### src/rtl/image_scanout.sv
// Start-screen scan-out: 640x480@60 raster timing, linear ROM addressing and
// latency-matched, registered VGA outputs.
module image_scanout #(
    parameter int ROM_LATENCY = 1,
    parameter int H_ACTIVE    = 640,
    parameter int H_FP        = 16,
    parameter int H_SYNC      = 96,
    parameter int H_BP        = 48,
    parameter int V_ACTIVE    = 480,
    parameter int V_FP        = 10,
    parameter int V_SYNC      = 2,
    parameter int V_BP        = 33
) (
    input  logic        clk,
    input  logic        rst_n,
    input  logic        pix_en,
    input  logic        show,
    output logic [18:0] rom_addr,
    input  logic [11:0] rom_data,
    output logic [3:0]  vga_r,
    output logic [3:0]  vga_g,
    output logic [3:0]  vga_b,
    output logic        vga_hs,
    output logic        vga_vs,
    output logic        frame_start
);

    localparam int H_TOTAL = H_ACTIVE + H_FP + H_SYNC + H_BP;
    localparam int V_TOTAL = V_ACTIVE + V_FP + V_SYNC + V_BP;
    localparam int HW      = $clog2(H_TOTAL);
    localparam int VW      = $clog2(V_TOTAL);

    localparam logic [HW-1:0] H_MAX  = HW'(H_TOTAL - 1);
    localparam logic [HW-1:0] H_ACT  = HW'(H_ACTIVE);
    localparam logic [HW-1:0] HS_BEG = HW'(H_ACTIVE + H_FP);
    localparam logic [HW-1:0] HS_END = HW'(H_ACTIVE + H_FP + H_SYNC);
    localparam logic [VW-1:0] V_MAX  = VW'(V_TOTAL - 1);
    localparam logic [VW-1:0] V_ACT  = VW'(V_ACTIVE);
    localparam logic [VW-1:0] VS_BEG = VW'(V_ACTIVE + V_FP);
    localparam logic [VW-1:0] VS_END = VW'(V_ACTIVE + V_FP + V_SYNC);
    localparam logic [18:0]   ADDR_LAST = 19'(H_ACTIVE * V_ACTIVE - 1);

    function automatic logic [11:0] gate_pixel(input logic en, input logic [11:0] px);
        return en ? px : 12'h000;
    endfunction

    logic [HW-1:0] h_cnt;
    logic [VW-1:0] v_cnt;
    logic [18:0]   addr_cnt;
    logic          vld_p0, hs_p0, vs_p0;
    logic          h_wrap, frame_wrap;
    logic [2:0]    tap_p0, tap_p1;
    logic [11:0]   rgb_p2;

    // ---- stage p0: raster counters and raw timing ----
    assign vld_p0     = (h_cnt < H_ACT) && (v_cnt < V_ACT);
    assign hs_p0      = !((h_cnt >= HS_BEG) && (h_cnt < HS_END));
    assign vs_p0      = !((v_cnt >= VS_BEG) && (v_cnt < VS_END));
    assign h_wrap     = (h_cnt == H_MAX);
    assign frame_wrap = h_wrap && (v_cnt == V_MAX);
    assign tap_p0     = {vld_p0, hs_p0, vs_p0};
    assign rom_addr   = addr_cnt;

    always_ff @(posedge clk or negedge rst_n) begin
        if (!rst_n) begin
            h_cnt    <= '0;
            v_cnt    <= '0;
            addr_cnt <= '0;
        end else if (pix_en) begin
            h_cnt <= h_wrap ? '0 : h_cnt + 1'b1;
            if (h_wrap)
                v_cnt <= (v_cnt == V_MAX) ? '0 : v_cnt + 1'b1;
            // The last active pixel keeps its address through vertical blank.
            if (frame_wrap)
                addr_cnt <= '0;
            else if (vld_p0 && (addr_cnt != ADDR_LAST))
                addr_cnt <= addr_cnt + 19'd1;
        end
    end

    // ---- stage p1: timing delayed to match ROM read latency ----
    generate
        if (ROM_LATENCY == 0) begin : g_nodly
            assign tap_p1 = tap_p0;
        end else begin : g_dly
            logic [2:0] dly_p1 [ROM_LATENCY];

            always_ff @(posedge clk or negedge rst_n) begin
                if (!rst_n) begin
                    for (int i = 0; i < ROM_LATENCY; i++)
                        dly_p1[i] <= 3'b011;
                end else if (pix_en) begin
                    dly_p1[0] <= tap_p0;
                    for (int i = 1; i < ROM_LATENCY; i++)
                        dly_p1[i] <= dly_p1[i-1];
                end
            end

            assign tap_p1 = dly_p1[ROM_LATENCY-1];
        end
    endgenerate

    // ---- stage p2: pin registers ----
    always_ff @(posedge clk or negedge rst_n) begin
        if (!rst_n) begin
            rgb_p2      <= 12'h000;
            vga_hs      <= 1'b1;
            vga_vs      <= 1'b1;
            frame_start <= 1'b0;
        end else begin
            frame_start <= pix_en && frame_wrap;
            if (pix_en) begin
                rgb_p2 <= gate_pixel(show && tap_p1[2], rom_data);
                vga_hs <= tap_p1[1];
                vga_vs <= tap_p1[0];
            end
        end
    end

    assign vga_r = rgb_p2[11:8];
    assign vga_g = rgb_p2[7:4];
    assign vga_b = rgb_p2[3:0];

endmodule

### config.mk
export PLATFORM = sky130hd
export DESIGN_NAME = image_scanout
export DESIGN_NICKNAME = d
export VERILOG_FILES = /design/src/rtl/image_scanout.sv
export SDC_FILE = /design/constraint.sdc
export NUM_CORES = 1
export LEC_CHECK = 0
export BUFFER_PORTS_ARGS = -buffer_cell sky130_fd_sc_hd__buf_2
export CORE_MARGIN = 2
export CORE_UTILIZATION = 45
export DETAILED_ROUTE_END_ITERATION = 10
export GPL_ROUTABILITY_DRIVEN = 0
export GPL_TIMING_DRIVEN = 0
export PLACE_DENSITY_LB_ADDON = 0.2
export SLEW_MARGIN = 5
export SYNTH_ARGS = -nofsm -noshare
export SYNTH_HDL_FRONTEND = slang
export SYNTH_SLANG_ARGS = --single-unit
### constraint.sdc
create_clock -name clk -period 2.3 [get_ports clk]
set_input_delay 0.46 -clock clk [delete_from_list [all_inputs] [get_ports clk]]
set_output_delay 0.46 -clock clk [all_outputs]
set_load 0.02 [all_outputs]
==> metrics <==
# fillers=520; reg2reg start=h_cnt[0]; routed via count=2423; peak supply drop=0.448 mV; area delta synth->final=23.4%; CTS H-tree lvls=3; slew margin rel.=52.1%; Finished Layout Cells=440; wire length per cell=14.5 um; post-route ant nets=0; layout cells sized above 1=27.1%; Post-Place Cells=411; Critical Path End Type=flop; Initial Utilization=46.9%; Async SR Flop Fraction=100%; Fmax achieved=447 MHz; Final min period=2240 ps; grt ovf=0; fin crit share=97.4%; clk sinks=57; critical path data required time=2520 ps; total power=2.52 mW; DR pass1 iterations=4; # rows=28; area occupied by multi-input gates=1290 um2; design area=3460 um2; sequential share of the synthesized area=51.0%; sw frac=30.1%; Total Wirelength=6370 um; ys flop type=dfrtp_1; pwr dens=728 nW/um2; sum of negative setup slack=0 ps; Sequential Area=1430 um2; Hold Vio Cnt, Final=0; Netlist cell types=46; dpl ws=-156 ps; Synthesized Nets=308; crit path DAT=2460 ps; crit path max fanout=10; Slew Limit Fails=0; # diodes=0; die height=83.0 um; Total Routing Usage GR=18.9%; Final WS setup=60.8 ps; CP Class=flop to flop; Clock Path Buffers=2; Final Hold Slack=170 ps; Die X=83.0 um; status=finished, final reports clean; EDFF count, synth=0; max cap viols=0; CP Launch Type=flop; Comb pwr share=16.7%; Min-Delay Path Class=input pin to async pin; vias in the first global route=2275; Final Util=57.8%; Worst-Margin Slew=719 ps; first-pass GRT wire length=10700 um; CTS Buf Count=9; leakage power=1.81 nW; fin nets=381; Reg clk slew, reported paths=70 ps; Hold Buf Count CTS=0; Root Buffer=clkbuf_8; largest net degree at the start of global routing=58; Yosys Warn Count=0; Net Sw Power=759 uW; PortBufs=49; placed cell areas=3150 um2; Ports=50; Final HPWL DP=4150 um; Post-Syn Area per Cell=9.78 um2; Internal Pwr Total=1.76 mW; #FFs+latches synth=57; Clock Skews=9.90 ps; final setup fails=0; clock group share of total power=34.8%; DR vias/cell=5.51; core area=5990 um2; CP startpoint=h_cnt[0]; Gate Count Post-Synth=287; initial antenna violation count=0; Die ar.=6890 um2; drt first-iter violations=163; mapped cell area=2810 um2; clock latency on the worst-skew pair=330 ps; TritonCTS clock tree=done; sequential power share=48.5%; DRC Markers=0
-- Yosys cell counts (6+ instances only) --
library cell  number  area share [%]
nand4_1           12             2.7
nand2_1           33             4.4
clkbuf_1           6            0.80
o21ai_0           25             4.5
xnor2_1            8             2.5
nor2_1            14             1.9
dfrtp_1           53              47
inv_1             17             2.3
and3_1            22             4.9
nand3_1           12             2.1
a211o_1           12             3.7
nor3_1            16             2.9
-- timing repair --
action,4_1_cts,5_1_grt
endpoints found under the setup margin,11,16
resized for setup,1,7
pin swaps,3,2
buffers inserted,3,10
-- logic make-up after synthesis --
family | synth area share, %
and+or+nand+nor | 24.8
DFF | 51.0
AOI/OAI and AO/OA | 13.1
buffers and inverters | 4.01
xor gates and xnor gates | 4.06
adders and majority gates | 2.23
muxes | 0.802
-- placed cells by master (no fill, tap or decap), types with 2 or more instances in the layout --
cell / instances
and3_1: 21
nand4_1: 12
or3_1: 2
nor2_1: 14
dfstp_2: 4
xor2_1: 5
nor4_1: 3
buf_2: 50
o211ai_1: 2
nand3_1: 12
a21oi_1: 5
dfrtp_1: 52
o21ai_0: 25
a21o_1: 2
a211o_1: 12
mux2_2: 2
buf_4: 14
ha_1: 4
nor3_1: 16
clkbuf_8: 12
clkbuf_1: 7
xnor2_1: 8
nor3b_1: 2
nand2_1: 33
inv_1: 17
-- final cells by class --
cell class,count,area share [%]
tap,75,2.71
sequential,57,41.4
clock inverter,2,0.361
inverter,18,2.02
clock buffer,14,4.99
timing repair buffer,62,9.97
buffer,9,1.30
multi-input combinational,203,37.3
-- flip-flops by register name, indices dropped and copies added (netlist names) --
| signal | flops |
|---|---|
| rom_addr | 19 |
| rgb_p2 | 12 |
| h_cnt | 10 |
| v_cnt | 10 |
| g_dly.dly_p1 | 3 |
| frame_start | 1 |
| vga_hs | 1 |
| vga_vs | 1 |
-- routing by layer --
metal	up-vias	GRT usage (%)	part of all wire (%)
met5	-	0	0
met4	0	8.94	2.2
li1	1181	-	-
met2	48	29.8	47
met3	14	3.08	3.5
met1	1180	25.4	47
-- final timing paths --
path / cells past startpoint / end / slack (ps)
worst max-delay path: 8 / rom_addr[15] / 60
worst min register to register: 2 / g_dly.dly_p1[0] / 490
min in group clk: 3 / rgb_p2[7] / 320
max in group asynchronous: 1 / rom_addr[0] / 1610
worst min-delay path: 1 / rom_addr[5] / 170
worst max register to register: 8 / rom_addr[15] / 60
-- worst max-delay path: stages, from the launching register on --
cell,delay [ps]
dfrtp_1,410
ha_4,160
or4b_4,500
nor3_4,300
nand2b_4,100
inv_4,100
nor2_2,90
buf_6,150
a211o_1,300
-- power by group through the flow --
| stage | Clock (mW) | Combinational (mW) | Sequential, mW |
|---|---|---|---|
| floorplan | 0 | 0.191 | 1.28 |
| finish | 0.879 | 0.421 | 1.22 |
| CTS | 0.886 | 0.380 | 1.22 |
| global placement | 0 | 0.372 | 1.23 |
| detailed placement | 0 | 0.376 | 1.24 |
| global route | 0.936 | 0.470 | 1.24 |
Note: power is estimated with default switching activity, not from simulation.
